## src/rtl/aes_sbox_arbiter.sv

```systemverilog
// Round-robin arbiter sharing one sequential sub_bytes unit between
// the round datapath (128-bit state) and the key schedule (32-bit word).
module aes_sbox_arbiter #(
    parameter int unsigned TIMEOUT_CYCLES = 32
) (
    input  logic         clk,
    input  logic         rst_n,
    input  logic         st_req_i,
    input  logic [127:0] st_data_i,
    output logic         st_ack_o,
    output logic [127:0] st_data_o,
    input  logic         ks_req_i,
    input  logic [31:0]  ks_word_i,
    output logic         ks_ack_o,
    output logic [31:0]  ks_word_o,
    output logic         sb_start_o,
    output logic [127:0] sb_s_o,
    input  logic [127:0] sb_s_i,
    input  logic         sb_done_i,
    output logic         busy_o,
    output logic         owner_o,
    output logic         timeout_o
);

    localparam int unsigned CW = $clog2(TIMEOUT_CYCLES + 1);

    typedef enum logic [1:0] {
        IDLE,
        START,
        WAIT,
        RESP
    } state_t;

    state_t        state_q;
    state_t        state_d;
    logic [CW-1:0] cnt_q;
    logic [CW-1:0] cnt_nx;
    logic          last_q;
    logic          masked_q;
    logic          st_eff;
    logic          ks_eff;
    logic          grant;
    logic          grant_ks;
    logic          expire;

    // The requester acked last is ignored for one IDLE cycle so its
    // registered request drop cannot cause a second grant.
    always_comb begin
        st_eff   = st_req_i && !(masked_q && !last_q);
        ks_eff   = ks_req_i && !(masked_q && last_q);
        grant    = st_eff || ks_eff;
        grant_ks = ks_eff && (!st_eff || !last_q);
        cnt_nx   = cnt_q + 1'b1;
        expire   = (cnt_nx == CW'(TIMEOUT_CYCLES));
    end

    always_comb begin
        state_d = state_q;
        case (state_q)
            IDLE:    if (grant) state_d = START;
            START:   state_d = WAIT;
            WAIT:    if (sb_done_i || expire) state_d = RESP;
            RESP:    state_d = IDLE;
            default: state_d = IDLE;
        endcase
    end

    always_comb begin
        busy_o     = (state_q != IDLE);
        sb_start_o = (state_q == START);
        st_ack_o   = (state_q == RESP) && !owner_o;
        ks_ack_o   = (state_q == RESP) && owner_o;
    end

    always_ff @(posedge clk or negedge rst_n) begin
        if (!rst_n) begin
            state_q   <= IDLE;
            cnt_q     <= '0;
            last_q    <= 1'b1;
            masked_q  <= 1'b0;
            owner_o   <= 1'b0;
            sb_s_o    <= '0;
            st_data_o <= '0;
            ks_word_o <= '0;
            timeout_o <= 1'b0;
        end else begin
            state_q  <= state_d;
            masked_q <= (state_q == RESP);
            case (state_q)
                IDLE: begin
                    if (grant) begin
                        owner_o <= grant_ks;
                        sb_s_o  <= grant_ks ? {96'h0, ks_word_i}
                                            : st_data_i;
                    end
                end
                START: cnt_q <= '0;
                WAIT: begin
                    cnt_q <= cnt_nx;
                    // Done has priority over an expiring watchdog.
                    if (sb_done_i) begin
                        if (owner_o) ks_word_o <= sb_s_i[31:0];
                        else         st_data_o <= sb_s_i;
                    end else if (expire) begin
                        if (owner_o) ks_word_o <= '0;
                        else         st_data_o <= '0;
                        timeout_o <= 1'b1;
                    end
                end
                RESP:    last_q <= owner_o;
                default: ;
            endcase
        end
    end

endmodule

```

## config.mk

```make
export PLATFORM = sky130hd
export DESIGN_NAME = aes_sbox_arbiter
export DESIGN_NICKNAME = d
export VERILOG_FILES = /design/src/rtl/aes_sbox_arbiter.sv
export SDC_FILE = /design/constraint.sdc
export NUM_CORES = 1
export LEC_CHECK = 0
export CAP_MARGIN = 20
export CELL_PAD_IN_SITES_DETAIL_PLACEMENT = 0
export CELL_PAD_IN_SITES_GLOBAL_PLACEMENT = 2
export CORE_AREA = 3 3 229 231
export CTS_BUF_LIST = sky130_fd_sc_hd__clkbuf_8
export DETAILED_ROUTE_END_ITERATION = 16
export DIE_AREA = 0 0 232 234
export PLACE_DENSITY = 0.8
export SLEW_MARGIN = 20
export SYNTH_ARGS = -nofsm -noshare
export SYNTH_HDL_FRONTEND = slang
export SYNTH_SLANG_ARGS = --single-unit
```

## constraint.sdc

```tcl
create_clock -name clk -period 3.25 [get_ports clk]
set_input_delay 0.65 -clock clk [delete_from_list [all_inputs] [get_ports clk]]
set_output_delay 0.65 -clock clk [all_outputs]
set_load 0.005 [all_outputs]
```

# ---- Word level (Yosys, flattened, before mapping)
# Cells that the tools add are included.
dict set report classes {
  div_mod_pow 0
  muxes 13
  n_bitwise 2
  reduce_logical 24
  shift 0
  n_mul 0
  eq_ne 6
  magnitude_cmp 0
  n_addsub 1
}
# cell count
set ops {}
lappend ops {{128-bit two-way mux} 5}
lappend ops {{32-bit two-way mux} 4}
lappend ops {{6-bit case mux with 2 select lines} 1}
lappend ops {{3-bit AND reduction} 3}
lappend ops {{2-bit case mux with 4 select lines} 1}
lappend ops {{1-bit logical AND} 7}
lappend ops {{6-bit by 1-bit adder with 6-bit output, second input constant} 1}
lappend ops {{6-bit equality test, second input constant} 1}
lappend ops {{2-bit nonzero test} 3}
lappend ops {{1-bit zero test} 5}
lappend ops {{2-bit equality test, second input constant} 2}
lappend ops {{2-bit two-way mux} 2}
lappend ops {{2-bit != test, second input constant} 2}
lappend ops {{2-bit AND reduction} 2}
lappend ops {{1-bit logical OR} 3}
lappend ops {{2-bit by 1-bit equality test with 1-bit output, second input constant} 1}
lappend ops {{2-bit zero test} 1}
lappend ops {{1-bit NOT} 2}
dict set report word_totals {
  romBits 0
  latchBits 0
  wordCells 55
  regBits 300
  n_memories 0
  ramBits 0
  input_bits 293
}

# ---- Depth between registers and ports, before layout
# Gate-level depths: netlist (run 1).
dict set report logic_depth {
  depth_word 8
  ltp_mapped 9
  depth_no_buf 6
}

# ---- Worst setup path after synthesis (run 1)
# OpenSTA, ideal clock, no wires.
dict set report synth_timing {
  path_type {reg-to-reg}
  from {reg cnt_q[0]}
  to {reg ks_word_o[10]}
  path_stages_with_launch 7
  period_less_slack_ns 1.792
  required_time_ns 3.185
  setup_slack_ns 1.458
  t_arrival_ns 1.726
  setup_time_ns 0.065
  path_cell_list {dfrtp_1 -> ha_1 -> nand2_1 -> and4bb_4 -> o311ai_2 -> buf_2 -> a22o_1}
}
dict set report synth_via {
  elab_chain_cells 4
}
# element line
set synth_lines {}
lappend synth_lines {{from (decl)} 36} ;# logic [CW-1:0] cnt_q;
lappend synth_lines {{from (signal assigned)} 99} ;# cnt_q <= cnt_nx;
lappend synth_lines {{6-bit by 1-bit adder with 6-bit output} 53} ;# cnt_nx = cnt_q + 1'b1;
lappend synth_lines {{6-bit equality test} 54} ;# expire = (cnt_nx == CW'(TIMEOUT_CYCLES));
lappend synth_lines {{2-bit nonzero test (no line)} -}
lappend synth_lines {{3-bit AND reduction (no line)} -}
lappend synth_lines {{to (signal assigned)} 102} ;# if (owner_o) ks_word_o <= sb_s_i[31:0];
lappend synth_lines {{to (decl)} 15} ;# output logic [31:0] ks_word_o,
# Every way passes these cells.
# A chain may end at the register's enable or synchronous reset.

# ---- Final worst setup path (run 1)
dict set report layout_timing {
  from {reg state_q[0]}
  to {out st_ack_o}
}
dict set report layout_via {
  elab_chain_cells 2
}
# element line
set layout_lines {}
lappend layout_lines {{from (decl)} 34} ;# state_t state_q;
lappend layout_lines {{from (signal assigned)} 87} ;# state_q <= state_d;
lappend layout_lines {{2-bit equality test} 71} ;# st_ack_o = (state_q == RESP) && !owner_o;
lappend layout_lines {{1-bit logical AND} 71}
lappend layout_lines {{to (decl)} 10} ;# output logic st_ack_o,
# Every way passes these cells.

==> metrics.log, run 1 <==
[metrics] result of the run: complete, no violations
[metrics] maximum number of pins on one net before global-route repair: slightly below 90
[metrics] global-route wire length before repair: between 60000 and 70000 um
[metrics] share of post-route cells with drive strength above 1: a little over 8%
[metrics] proportion of register bits with asynchronous set or reset after synthesis: 100.0%
[metrics] worst endpoint data arrival time: approximately 1900 ps
[metrics] vias in the first global route: 10263
[metrics] largest fanout on the critical path: 4
[metrics] maximum number of buffers from clock root to sink: 3
[metrics] register bit count reported by yosys: 300
[metrics] final clock skew: 19.38 ps
[metrics] clock edge transition at the registers on the reported setup and hold paths: roughly 60 ps
[metrics] NumNets Final: between 1500 and 2000
[metrics] most common cell after layout, fill and taps aside: sky130_fd_sc_hd__clkdlybuf4s50_1
[metrics] cell type contributing the most total cell area after synthesis: sky130_fd_sc_hd__dfrtp_1
[metrics] total number of placement rows: slightly above 80
[metrics] post-DP HPWL: 31700 um
[metrics] worst min path class: flop to flop
[metrics] register area share after synthesis: around two thirds
[metrics] detailed-route via count: 9970
[metrics] post-cts sizing count: 0
[metrics] cell count after synthesis: 989
[metrics] area of all placed cells without fillers: 19470 sq um
[metrics] CTS tree: built
[metrics] DIE AREA: 54290 sq um
[metrics] highest-count cells in the layout ignoring fill and taps: 585 x sky130_fd_sc_hd__clkdlybuf4s50_1, 299 x sky130_fd_sc_hd__dfrtp_1, 232 x sky130_fd_sc_hd__nand2_1
[metrics] Final Hold Fails: 0
[metrics] syn nets: between 1000 and 1500
[metrics] setup-violating endpoint count in the final report: 0
[metrics] Worst Setup Slack post-DPL: 668.9 ps
[metrics] Maximum Capacitance Violations: 0
[metrics] P&R area growth vs syn: 67.74%
[metrics] Total Routed Length: 43010 um
[metrics] register area: around 7500 sq um
[metrics] number of antenna repair diodes: 0
[metrics] total core area: ~50000 sq um
[metrics] number of buffers added by the clock tree synthesis step: 54
[metrics] most heavily used metal layer in global routing: met2
[metrics] DIE HEIGHT: roughly 230 um
[metrics] Clock Sink Count: 300
[metrics] Yosys top cell area share: roughly 64%
[metrics] insertion delay to the later sink of the worst-skew pair: 620 ps
[metrics] sum of overflow across all layers after global routing: 0
[metrics] final total power: 17990 uW
[metrics] Peak Freq: 389.0 MHz
[metrics] area of placed instances: 18300 sq um
[metrics] WS Path Type: flop to output port
[metrics] H-tree levels: 2
[metrics] Top Ports: around 590
[metrics] GRT met1 Usage: 17.69%
[metrics] depth of the worst register-to-register path: 7
[metrics] met2 Use GR: about a quarter
[metrics] startpoint kind of the worst setup timing path: flop
[metrics] clock root buffer: sky130_fd_sc_hd__clkbuf_8
[metrics] power density over cell area: 924.2 nW/um^2
[metrics] endpoint class of the critical path: output port
[metrics] number of buffers added on ports: about 590
[metrics] post-synthesis area per instance: 11.74 sq um
[metrics] overall die width: between 200 and 250 um
[metrics] dominant cells by area after synthesis: sky130_fd_sc_hd__dfrtp_1 64%, sky130_fd_sc_hd__a22o_1 12%, sky130_fd_sc_hd__nand2_1 7.5%
[metrics] placer's final routability congestion estimate: just under 0.8
[metrics] number of antenna violations at the first check in global routing: 1
[metrics] required time of the worst setup path: about 2600 ps
[metrics] EDFF count, synth: 0
[metrics] Post-DRT Antenna Nets: 0
[metrics] average wire length per cell after detail routing: about 19 um
[metrics] yosys synthesis warning count: 0
[metrics] fraction of met3 tracks used by global routing: under 10%
[metrics] Total Routing Usage GR: 15.16%
[metrics] slew of the pin with the lowest slew margin: around 640 ps
[metrics] setup repair after global routing missed its margin: no
[metrics] starting density of the core: 23.09%
[metrics] drt initial violations: approximately 440
[metrics] Syn Std Cell Area: around 12000 sq um
[metrics] Remaining DRCs: 0
[metrics] worst hold stages: 2
[metrics] most frequently used flop master after synthesis: sky130_fd_sc_hd__dfrtp_1
[metrics] setup TNS: 0 ps
[metrics] leakage dissipation: about 0.0087 uW
[metrics] peak supply drop: 392.6 uV
[metrics] setup slack after layout: 679.1 ps
[metrics] Tcrit/Tclk final: between 70% and 80%
[metrics] Yosys cell types: 35
[metrics] headroom to the max-slew limit: a little under three fifths
[metrics] multi-input combinational cell area: ~3700 sq um
[metrics] post-DR vias/cell: 4.331
[metrics] Fillers: around 4900
[metrics] shortest clock period the worst path allows after layout: ~2600 ps
[metrics] number of iterations in the first detailed-routing pass: 4
[metrics] Slew Viols, Final: 0
[cells in the mapped netlist, types with 2 or more instances]
cell type,count
sky130_fd_sc_hd__nand2_1,233
sky130_fd_sc_hd__clkbuf_1,27
sky130_fd_sc_hd__nand3_1,4
sky130_fd_sc_hd__ha_1,5
sky130_fd_sc_hd__a21oi_1,2
sky130_fd_sc_hd__buf_2,38
sky130_fd_sc_hd__a22o_1,160
sky130_fd_sc_hd__o21ai_0,134
sky130_fd_sc_hd__nor2b_1,2
sky130_fd_sc_hd__nor2_1,4
sky130_fd_sc_hd__buf_6,13
sky130_fd_sc_hd__nor3b_1,2
sky130_fd_sc_hd__mux2i_1,35
sky130_fd_sc_hd__nor3_1,2
sky130_fd_sc_hd__o22ai_1,3
sky130_fd_sc_hd__and2_1,2
sky130_fd_sc_hd__inv_1,6
sky130_fd_sc_hd__a21o_1,2
sky130_fd_sc_hd__dfrtp_1,299
[sequential cells by signal, indices dropped and copies added, names as in the netlist]
name	flops
cnt_q	6
ks_word_o	32
last_q	1
masked_q	1
owner_o	1
sb_s_o	128
st_data_o	128
state_q	2
timeout_o	1
[logic make-up (layout without fill, tap and decap cells)]
logic type | after synthesis | in the layout | share of synthesized area, %
adder cells (fa/ha/maj) | 5 | 5 | 0.5390
flip-flops | 300 | 300 | 64.69
AND/OR/NAND/NOR | 255 | 255 | 8.807
AO/OA/AOI/OAI | 307 | 307 | 18.82
buffers and inverters | 86 | 727 | 4.031
multiplexers | 36 | 36 | 3.115
[critical path, stage by stage (launching register included)]
cell	delay (ps)
sky130_fd_sc_hd__dfrtp_1	400
sky130_fd_sc_hd__ha_1	240
sky130_fd_sc_hd__nor2b_1	150
sky130_fd_sc_hd__clkdlybuf4s50_1	530
[timing repair]
action | in CTS | in global routing
setup buffers | 0 | 0
hold buffers | 1 | 0
endpoints found under the hold margin | 30 | 0
[routing by layer]
layer  wire [um]  vias to the layer above
li1            -                     4687
met1       16700                     4763
met2       20720                      447
met3        4554                       71
met4        1024                        2
met5          13                        -
[stage by stage]
| step | util (%) | cells | hold WS, ps |
|---|---|---|---|
| 3_5_place_dp | 36.40 | 2202 | 469.7 |
| 5_1_grt | 38.73 | 2302 | 504.8 |
| 6_report | 38.73 | 2302 | 473.5 |
| 2_1_floorplan | - | 989 | 354.4 |
| 4_1_cts | 38.73 | 2302 | 482.3 |
| 3_3_place_gp | 36.40 | 2202 | 459.0 |
[power by group]
part / leakage (uW) / switching (uW) / total, uW / internal, uW
Combinational: 0.00426 / 3060 / 7680 / 4620
Sequential: 0.00380 / 1010 / 6520 / 5510
Clock: 0.000654 / 1680 / 3800 / 2120
[final cells by class]
type | count | share of cell area, %
multi-input cells | 603 | 18.79
clock inverters | 32 | 1.234
clock buffers | 67 | 4.736
repair buffers | 621 | 32.22
well taps | 672 | 4.318
flip-flops and latches | 300 | 38.56
inverters | 7 | 0.1350
[worst paths after layout]
| path | from | endpoint | slack (ps) |
|---|---|---|---|
| max in group asynchronous | rst_n | last_q | 1690 |
| worst max register to register | state_q[0] | st_data_o[120] | 760 |
| min in group asynchronous | rst_n | st_data_o[118] | 610 |
| worst min register to register | sb_s_o[88] | sb_s_o[88] | 470 |
| worst min-delay path | sb_s_o[88] | sb_s_o[88] | 470 |
| worst max-delay path | state_q[0] | st_ack_o | 680 |
No activity file was read; power rests on OpenSTA's default activity.
==> run 2, diff against run 1 <==
CORE_AREA = unset   (was 3 3 229 231)
CORE_MARGIN = 3   (was unset)
CORE_UTILIZATION = 24   (was unset)
DIE_AREA = unset   (was 0 0 232 234)
PLACE_DENSITY = 0.84   (was 0.8)
clock period = 2.6 ns   (was 3.25 ns; I/O delays follow)
==> run 2 against run 1 <==
Effect of this change: via count grew 1.2%; die area shrank 6.0%; sequential share of layout area shrank 0.062 points; hold slack lost 33 ps; final area grew 0.16%; global-route usage grew 1.1 points; first-iteration DRC count shrank 2.5%; total power grew 25%; sequential power grew 25%; register-to-register slack lost 320 ps; critical path type unchanged; largest cell class unchanged; highest routed layer unchanged.
==> metrics.log, run 2 (same netlist as run 1, synthesis figures left out) <==
[metrics] result of the run: complete, no violations
[metrics] largest fanout on the critical path: 4
[metrics] required time of the worst setup path: approximately 2100 ps
[metrics] maximum number of buffers from clock root to sink: 3
[metrics] shortest clock period the worst path allows after layout: between 2000 and 2500 ps
[metrics] number of buffers added on ports: between 500 and 600
[metrics] placer's final routability congestion estimate: a little under 0.8
[metrics] number of buffers added by the clock tree synthesis step: 53
[metrics] Fillers: around 4600
[metrics] Slew Viols, Final: 0
[metrics] post-DR vias/cell: 4.502
[metrics] placed cell count: around 2100
[metrics] final clock skew: ~12 ps
[metrics] total number of placement rows: slightly below 80
[metrics] Post-DRT Antenna Nets: 0
[metrics] share of post-route cells with drive strength above 1: approximately 8.4%
[metrics] slew of the pin with the lowest slew margin: around 540 ps
[metrics] worst min path class: input port to async pin
[metrics] overall die width: ~230 um
[metrics] Top Ports: slightly below 600
[metrics] drt initial violations: 430
[metrics] Remaining DRCs: 0
[metrics] insertion delay to the later sink of the worst-skew pair: 610 ps
[metrics] endpoint class of the critical path: output port
[metrics] Peak Freq: approximately 410 MHz
[metrics] DIE AREA: about 50000 sq um
[metrics] startpoint kind of the worst setup timing path: flop
[metrics] setup-violating endpoint count in the final report: 0
[metrics] headroom to the max-slew limit: a little under two thirds
[metrics] H-tree levels: 2
[metrics] clock edge transition at the registers on the reported setup and hold paths: ~60 ps
[metrics] Tcrit/Tclk final: 93.09%
[metrics] sum of overflow across all layers after global routing: 0
[metrics] worst endpoint data arrival time: 1900 ps
[metrics] detailed-route via count: a little over 10000
[metrics] clock root buffer: sky130_fd_sc_hd__clkbuf_8
[metrics] number of antenna repair diodes: 0
[metrics] total core area: around 47000 sq um
[metrics] most common cell after layout, fill and taps aside: sky130_fd_sc_hd__clkdlybuf4s50_1
[metrics] NumNets Final: around 1900
[metrics] average wire length per cell after detail routing: slightly below 20 um
[metrics] final total power: 22540 uW
[metrics] Maximum Capacitance Violations: 0
[metrics] Clock Sink Count: 300
[metrics] vias in the first global route: roughly 11000
[metrics] leading registers by flop count: sb_s_o (128), st_data_o (128), ks_word_o (32)
[metrics] WS Path Type: flop to output port
[metrics] cell-by-cell listing of the critical path: ha_2 -> nor2b_1 -> clkdlybuf4s50_1
[metrics] power density over cell area: between 1000 and 1500 nW/um^2
[metrics] number of iterations in the first detailed-routing pass: 5
[metrics] global-route wire length before repair: 64920 um
[metrics] Total Routed Length: about 43000 um
[metrics] number of antenna violations at the first check in global routing: 1
[metrics] P&R area growth vs syn: 68.01%
[metrics] setup TNS: 0 ps
[metrics] starting density of the core: 24.62%
[metrics] DIE HEIGHT: around 230 um
[metrics] maximum single-stage delay on the critical path: 530 ps
[metrics] highest-count cells in the layout ignoring fill and taps: 585 x sky130_fd_sc_hd__clkdlybuf4s50_1, 299 x sky130_fd_sc_hd__dfrtp_1, 232 x sky130_fd_sc_hd__nand2_1
[metrics] maximum number of pins on one net before global-route repair: 59
[metrics] post-DP HPWL: between 30000 and 40000 um
[metrics] Total Routing Usage GR: between 10% and 20%
[metrics] setup repair after global routing missed its margin: no
[metrics] non-filler cells, final: approximately 2200
[metrics] critical path's slowest cell: sky130_fd_sc_hd__clkdlybuf4s50_1
[metrics] leakage dissipation: a little under 0.009 uW
[metrics] Final Hold Fails: 0
[metrics] Post CTS Setup Buffer Count: 0
[metrics] peak supply drop: around 520 uV
[metrics] CTS tree: built
run 2: power breakdown:
group / switching [uW] / total [uW] / internal, uW
logic: 3860 / 9740 / 5870
registers: 1290 / 8180 / 6890
clock network: 2040 / 4630 / 2590
total: 7190 / 22500 / 15400
run 2: per-stage QoR:
stage | worst slack [ps] | util (%) | hold slack (ps) | cell area, sq um
3_3_place_gp | 374.2 | 38.87 | 462.4 | 18330
5_1_grt | 0.8615 | 41.36 | 399.4 | 19500
4_1_cts | 84.35 | 41.35 | 370.7 | 19500
2_1_floorplan | 808.2 | - | 224.4 | 11610
3_5_place_dp | 339.7 | 38.87 | 469.4 | 18330
6_report | 179.8 | 41.36 | 440.6 | 19500
run 2: worst paths after layout:
| check | start | endpoint | slack (ps) | depth (start not counted) |
|---|---|---|---|---|
| worst max-delay path | state_q[0] | st_ack_o | 180 | 3 |
| worst min-delay path | rst_n | st_data_o[125] | 440 | 2 |
| worst max register to register | cnt_q[0] | st_data_o[55] | 440 | 6 |
| worst min register to register | sb_s_o[3] | sb_s_o[3] | 480 | 2 |
| max in group asynchronous | rst_n | last_q | 1360 | 3 |
| min in group clk | st_data_i[91] | sb_s_o[91] | 450 | 3 |
run 2: repair_timing:
action | 4_1_cts | 5_1_grt
hold buffers | 1 | 0
hold endpoints to repair | 50 | 0
resized for setup | 0 | 2
endpoints found under the setup margin | 0 | 2
run 2: layer usage:
layer | wire length (um) | GRT usage, % | vias up
met5 | 13 | 0 | -
met4 | 771 | 4.715 | 2
met3 | 4460 | 6.369 | 57
met2 | 21180 | 27.99 | 429
met1 | 16660 | 18.89 | 4902
li1 | - | - | 4695
run 2: final cells by class:
class | instances | area (sq um) | share of cell area, %
Clock buffer | 76 | 1046 | 5.364
Sequential cell | 300 | 7508 | 38.50
Timing Repair Buffer | 626 | 6386 | 32.75
Tap cell | 607 | 759.5 | 3.895
Multi-Input combinational cell | 603 | 3664 | 18.79
Inverter | 7 | 26.28 | 0.1347
Clock inverter | 21 | 111.4 | 0.5710
run 2: worst max-delay path, delay by kind of cell, from the launching register on:
kind | cells | cell delay, ps
buffers and inverters | 1 | 530
AND/OR/NAND/NOR | 1 | 140
flip-flops | 1 | 400
adder cells (fa/ha/maj) | 1 | 220
